$ cat config.mk
export PLATFORM = sky130hd
export DESIGN_NAME = mac_accum_stage
export DESIGN_NICKNAME = d
export VERILOG_FILES = /design/src/rtl/mac_accum_stage.sv
export SDC_FILE = /design/constraint.sdc
export NUM_CORES = 1
export LEC_CHECK = 0
export BUFFER_PORTS_ARGS = -buffer_cell sky130_fd_sc_hd__buf_2
export CAP_MARGIN = 20
export CORE_AREA = 2 2 117 119
export CTS_CLUSTER_DIAMETER = 150
export CTS_CLUSTER_SIZE = 24
export DETAILED_ROUTE_END_ITERATION = 6
export DIE_AREA = 0 0 119 121
export GPL_TIMING_DRIVEN = 0
export PLACE_DENSITY_LB_ADDON = 0.05
export SETUP_SLACK_MARGIN = 0.5
export SYNTH_ARGS = -nofsm -noshare
export SYNTH_HDL_FRONTEND = slang
export SYNTH_SLANG_ARGS = --single-unit
$ cat constraint.sdc
create_clock -name sys_clk -period 2.7 [get_ports sys_clk]
set_clock_uncertainty 0.1 [all_clocks]
set_input_delay 0.27 -clock sys_clk [delete_from_list [all_inputs] [get_ports sys_clk]]
set_output_delay 0.27 -clock sys_clk [all_outputs]
set_load 0.005 [all_outputs]
$ cat src/rtl/mac_accum_stage.sv
// ---------------------------------------------------------------------------
// mac_accum_stage
//
// Accumulate stage that sits behind the 16x16 multiplier. Signed products are
// taken over a valid/ready handshake and DOT_LEN of them are summed into a
// signed ACC_W-bit accumulator. Each finished sum is then offered downstream
// over a second valid/ready handshake, together with a sticky overflow flag.
//
// Optional feature macro: MAC_SATURATE_EN
//   defined   : on overflow the accumulator clamps to the most positive or
//               most negative ACC_W-bit value.
//   undefined : two's-complement wrap; no clamp logic is built.
//
// Ports:
//   sys_clk    in   1       system clock, rising edge
//   sys_rst_n  in   1       asynchronous active-low reset
//   in_valid   in   1       in_prod is valid this cycle
//   in_ready   out  1       stage can accept a product (combinational on in_clr)
//   in_prod    in   PROD_W  signed product
//   in_clr     in   1       synchronous clear, aborts the current sum
//   acc_valid  out  1       acc_out/acc_ovf hold a finished result
//   acc_ready  in   1       downstream accepts the result
//   acc_out    out  ACC_W   signed dot-product result
//   acc_ovf    out  1       overflow occurred during this result
// ---------------------------------------------------------------------------
module mac_accum_stage #(
  parameter int PROD_W  = 32,
  parameter int ACC_W   = 40,
  parameter int DOT_LEN = 8,
  parameter int CNT_W   = 8
) (
  input  logic              sys_clk,
  input  logic              sys_rst_n,
  input  logic              in_valid,
  output logic              in_ready,
  input  logic [PROD_W-1:0] in_prod,
  input  logic              in_clr,
  output logic              acc_valid,
  input  logic              acc_ready,
  output logic [ACC_W-1:0]  acc_out,
  output logic              acc_ovf
);

  typedef enum logic {
    ST_ACC = 1'b0,
    ST_OUT = 1'b1
  } state_t;

  localparam logic [CNT_W-1:0] LAST_CNT = CNT_W'(DOT_LEN - 1);

  state_t             state_q, state_d;
  logic [ACC_W-1:0]   acc_q, acc_d;
  logic [CNT_W-1:0]   cnt_q, cnt_d;
  logic               ovf_q, ovf_d;
  logic [ACC_W-1:0]   acc_out_q, acc_out_d;
  logic               acc_ovf_q, acc_ovf_d;
  logic               acc_valid_q, acc_valid_d;

  logic [ACC_W-1:0]   prod_ext;
  logic [ACC_W-1:0]   sum_raw;
  logic [ACC_W-1:0]   sum_next;
  logic               add_ovf;

  // Sign-extend the product to accumulator width.
  assign prod_ext = ACC_W'($signed(in_prod));
  assign sum_raw  = acc_q + prod_ext;
  // Same-sign operands whose sum flips sign have overflowed.
  assign add_ovf  = (acc_q[ACC_W-1] == prod_ext[ACC_W-1]) &&
                    (sum_raw[ACC_W-1] != acc_q[ACC_W-1]);

  assign in_ready  = (state_q == ST_ACC) && !in_clr;
  assign acc_valid = acc_valid_q;
  assign acc_out   = acc_out_q;
  assign acc_ovf   = acc_ovf_q;

  // Overflow handling: clamp toward the operands' sign, or plain wrap.
  always_comb begin
    sum_next = sum_raw;
`ifdef MAC_SATURATE_EN
    if (add_ovf) begin
      if (acc_q[ACC_W-1]) begin
        sum_next = {1'b1, {(ACC_W-1){1'b0}}};
      end else begin
        sum_next = {1'b0, {(ACC_W-1){1'b1}}};
      end
    end else begin
      sum_next = sum_raw;
    end
`else
    sum_next = sum_raw;
`endif
  end

  // Next-state and datapath update.
  always_comb begin
    state_d     = state_q;
    acc_d       = acc_q;
    cnt_d       = cnt_q;
    ovf_d       = ovf_q;
    acc_out_d   = acc_out_q;
    acc_ovf_d   = acc_ovf_q;
    acc_valid_d = acc_valid_q;
    if (in_clr) begin
      // Clear outranks everything except reset and drops any pending result.
      state_d     = ST_ACC;
      acc_d       = '0;
      cnt_d       = '0;
      ovf_d       = 1'b0;
      acc_valid_d = 1'b0;
    end else begin
      case (state_q)
        ST_ACC: begin
          if (in_valid) begin
            if (cnt_q == LAST_CNT) begin
              acc_out_d   = sum_next;
              acc_ovf_d   = ovf_q | add_ovf;
              acc_valid_d = 1'b1;
              state_d     = ST_OUT;
              acc_d       = '0;
              cnt_d       = '0;
              ovf_d       = 1'b0;
            end else begin
              acc_d = sum_next;
              cnt_d = cnt_q + CNT_W'(1);
              ovf_d = ovf_q | add_ovf;
            end
          end else begin
            state_d = ST_ACC;
          end
        end
        ST_OUT: begin
          if (acc_ready) begin
            acc_valid_d = 1'b0;
            state_d     = ST_ACC;
          end else begin
            state_d = ST_OUT;
          end
        end
        default: begin
          state_d     = ST_ACC;
          acc_valid_d = 1'b0;
        end
      endcase
    end
  end

  // State and datapath registers.
  always_ff @(posedge sys_clk or negedge sys_rst_n) begin
    if (!sys_rst_n) begin
      state_q     <= ST_ACC;
      acc_q       <= '0;
      cnt_q       <= '0;
      ovf_q       <= 1'b0;
      acc_out_q   <= '0;
      acc_ovf_q   <= 1'b0;
      acc_valid_q <= 1'b0;
    end else begin
      state_q     <= state_d;
      acc_q       <= acc_d;
      cnt_q       <= cnt_d;
      ovf_q       <= ovf_d;
      acc_out_q   <= acc_out_d;
      acc_ovf_q   <= acc_ovf_d;
      acc_valid_q <= acc_valid_d;
    end
  end

endmodule

==> metrics.md <==
| Metric | Value |
|---|---|
| Outcome | finished, violations left |
| Failing checks | setup timing |
| FMAX | 345 MHz |
| Routed WL | 17500 microns |
| Fin cells | 959 |
| DP Area | 0.00669 sq mm |
| Leakage | 4.02 nW |
| Pwr/cell area | 623 mW/mm^2 |
| I/O pin count | 80 |
| Hold Vio Cnt, Final | 0 |
| Synth async-reset ratio | 1.00 |
| Worst Path Max Fanout | 6 |
| FF-to-FF setup slack | -0.20 ns |
| Num CTS Buffers | 9 |
| Worst R2R Path Depth | 9 |
| Clock tree buffer depth | 2 |
| Final setup TNS | -1.97 ns |
| Unrepaired setup endpoints after global routing | true |
| Fin crit share | 1.07 |
| Post-route setup slack | -0.201 ns |
| RR Endpoint | acc_out[39] |
| Initial Util | 0.439 |
| Worst-margin pin slew | 0.658 ns |
| GRT Residual Overflow | 0 |
| DRC | 0 |
| First-pass GRT wire length | 27700 microns |
| CTS tree | built |
| IO buf count | 78 |
| Mapped Avg Cell Area | 9.23 sq um |
| Placed cells | 878 |
| Worst R2R Start | acc_q[12] |
| Via count | 5379 |
| H-Tree Depth | 3 |
| Avg WL per Cell | 18.3 microns |
| Final Cell Area | 0.00826 sq mm |
| Final HPWL DP | 11400 microns |
| Crit path time final | 2.90 ns |
| Rows | 42 |
| Post-synth net total | 701 |
| Post-synth cell types | 69 |
| Overall Power | 5.14 mW |
| Clock Pin Slew Worst Setup and Hold Paths | 0.07 ns |
| # setup viols final | 20 |
| Pin count of the biggest net entering global routing | 59 |
| Die boundary height | 121 microns |
| YS warnings | 0 |
| Aggregate global-route resource usage | 0.241 |
| Root buffer cell | clkbuf_16 |
| Max-Slew Margin vs Limit | 0.561 |
| Most common flop cell mapped by yosys | dfrtp_1 |
| Core ar. | 0.0131 sq mm |
| Vias in the first global route | 5411 |
| Routability cong. | 0.956 |
| Area Overhead vs Synth | 43.7% |
| Seq/Total Area, Yosys | 0.401 |
| Post-synth EDFFs | 0 |
| Die footprint | 0.0144 sq mm |
| Max-Cap Viols | 0 |
| Post-route ant nets | 0 |
| Worst Hold Launch | acc_ready |
| Post-Syn Area | 0.00575 sq mm |
| Layout cells sized above 1 | 0.407 |
| Die width | 119 microns |
| Post-synthesis register bit count | 92 |
| DP Worst Slack | -0.315 ns |
| Cell Chain, Critical Path | ha_2 > and4_4 > or4b_4 > a2bb2oi_2 > o2111a_2 > or2_4 > a311oi_4 > xor2_1 > o21ai_1 |
| Cells after Synth | 623 |
| Critical path data arrival time | 3.04 ns |
| Crit-path max cell delay | 0.48 ns |
| Worst Hold End | state_q |
| Worst Hold Depth | 2 |
| Initial antenna violation count | 1 |
| Hold Path Class | input port to flop |
| Worst-Skew Late Latency | 0.35 ns |
| Final nets | 855 |
| CP max stage cell | or4b_4 |
| Kind of critical path | flop to flop |
| Final core occ | 0.631 |
| Vias/cell | 5.61 |
| Hold_ws | 0.0302 ns |
| 1st-iter DRT viols | 293 |
| Slew Viols, Final | 0 |
| Clock sinks | 92 |
| Crit. End Element | flop |
| DRT Pass-1 Iters | 4 |
| CP required | 2.84 ns |
| Max rail drop VDD | 0.333 mV |
| Nature of the critical path startpoint | flop |
-- worst max-delay path, delay by kind of cell, from the launching register on --
kind / cells / cell delay [ns]
DFF: 1 / 0.38
xor gates and xnor gates: 1 / 0.20
and+or+nand+nor: 3 / 0.98
adders and majority gates: 1 / 0.41
AOI/OAI and AO/OA: 4 / 0.71
-- synthesized netlist by cell type (8+ instances only) --
cell type / count / area, sq um
mux2_2: 9 / 101
a21o_1: 16 / 120
nand3_1: 15 / 75.1
xor2_1: 14 / 123
o31ai_1: 9 / 67.6
nor2_1: 32 / 120
inv_1: 10 / 37.5
ha_1: 40 / 500
and3_1: 9 / 56.3
nand2b_1: 8 / 50.1
dfrtp_1: 92 / 2300
xnor2_1: 20 / 175
o21ai_0: 37 / 185
a21oi_1: 41 / 205
a22o_1: 28 / 245
and2_1: 8 / 50.1
clkbuf_1: 18 / 67.6
nand2_1: 102 / 383
-- cells in the final DEF (no fill, tap or decap), drive strengths merged, types with 10 or more instances in the layout --
| master | synthesis | routed |
|---|---|---|
| buf | 9 | 154 |
| nand2 | 102 | 102 |
| dfrtp | 92 | 92 |
| o21ai | 45 | 45 |
| a21oi | 41 | 41 |
| ha | 40 | 40 |
| nor2 | 32 | 32 |
| a22o | 28 | 28 |
| clkbuf | 19 | 26 |
| xnor2 | 20 | 20 |
| a21o | 16 | 16 |
| nand3 | 15 | 15 |
| xor2 | 14 | 14 |
| inv | 10 | 10 |
-- logic make-up after synthesis --
logic type,count (synthesis),share of synthesized area
multiplexers,13,0.0246
XOR/XNOR,34,0.0518
AND/OR/NAND/NOR,210,0.173
AO/OA/AOI/OAI,195,0.231
flip-flops,92,0.401
buffers and inverters,38,0.0281
adder cells (fa/ha/maj),41,0.0906
-- how the worst max path moves through the flow --
stage | from | to | slack [ns] | cells past startpoint
after floorplan | acc_q[20] | acc_out[39] | -0.03 | 10
after global placement | in_prod[11] | acc_out[39] | -0.32 | 10
after detailed placement | in_prod[11] | acc_out[39] | -0.32 | 10
after CTS | acc_q[15] | acc_out[39] | -0.20 | 10
after global routing | acc_q[16] | acc_ovf | -0.25 | 12
final | acc_q[12] | acc_out[39] | -0.20 | 9
-- per-layer routing --
metal,routed length (microns),GRT usage
met5,0,0
met4,301,0.0789
met3,872,0.0296
met2,8480,0.400
met1,7890,0.329
-- where the power goes --
group          internal [mW]  total, mW  switching (mW)
Combinational           1.05       2.17            1.13
Clock                  0.837       1.41           0.569
Sequential              1.48       1.56          0.0839
-- cell type report --
class	instances	area [sq um]
diodes	1	2.50
plain buffers	28	211
clock buffers	10	239
clock inverters	6	87.6
fillers	1049	4830
inverters	10	37.5
multi-input cells	493	4210
flip-flops and latches	92	2300
well taps	176	220
repair buffers	143	952
-- registers in the layout, indices dropped and copies added, names as in the netlist --
register / flops
state_q: 1
acc_q: 40
acc_valid: 1
ovf_q: 1
cnt_q: 8
acc_ovf: 1
acc_out: 40
-- what timing repair did --
| item | in CTS | in global routing |
|---|---|---|
| gates resized for setup | 99 | 78 |
| setup endpoints to repair | 89 | 84 |
| hold buffers | 1 | 0 |
| buffers inserted | 42 | 21 |
| hold endpoints to repair | 34 | 0 |
| pin swaps | 57 | 51 |
(Power assumes the default switching activity.)
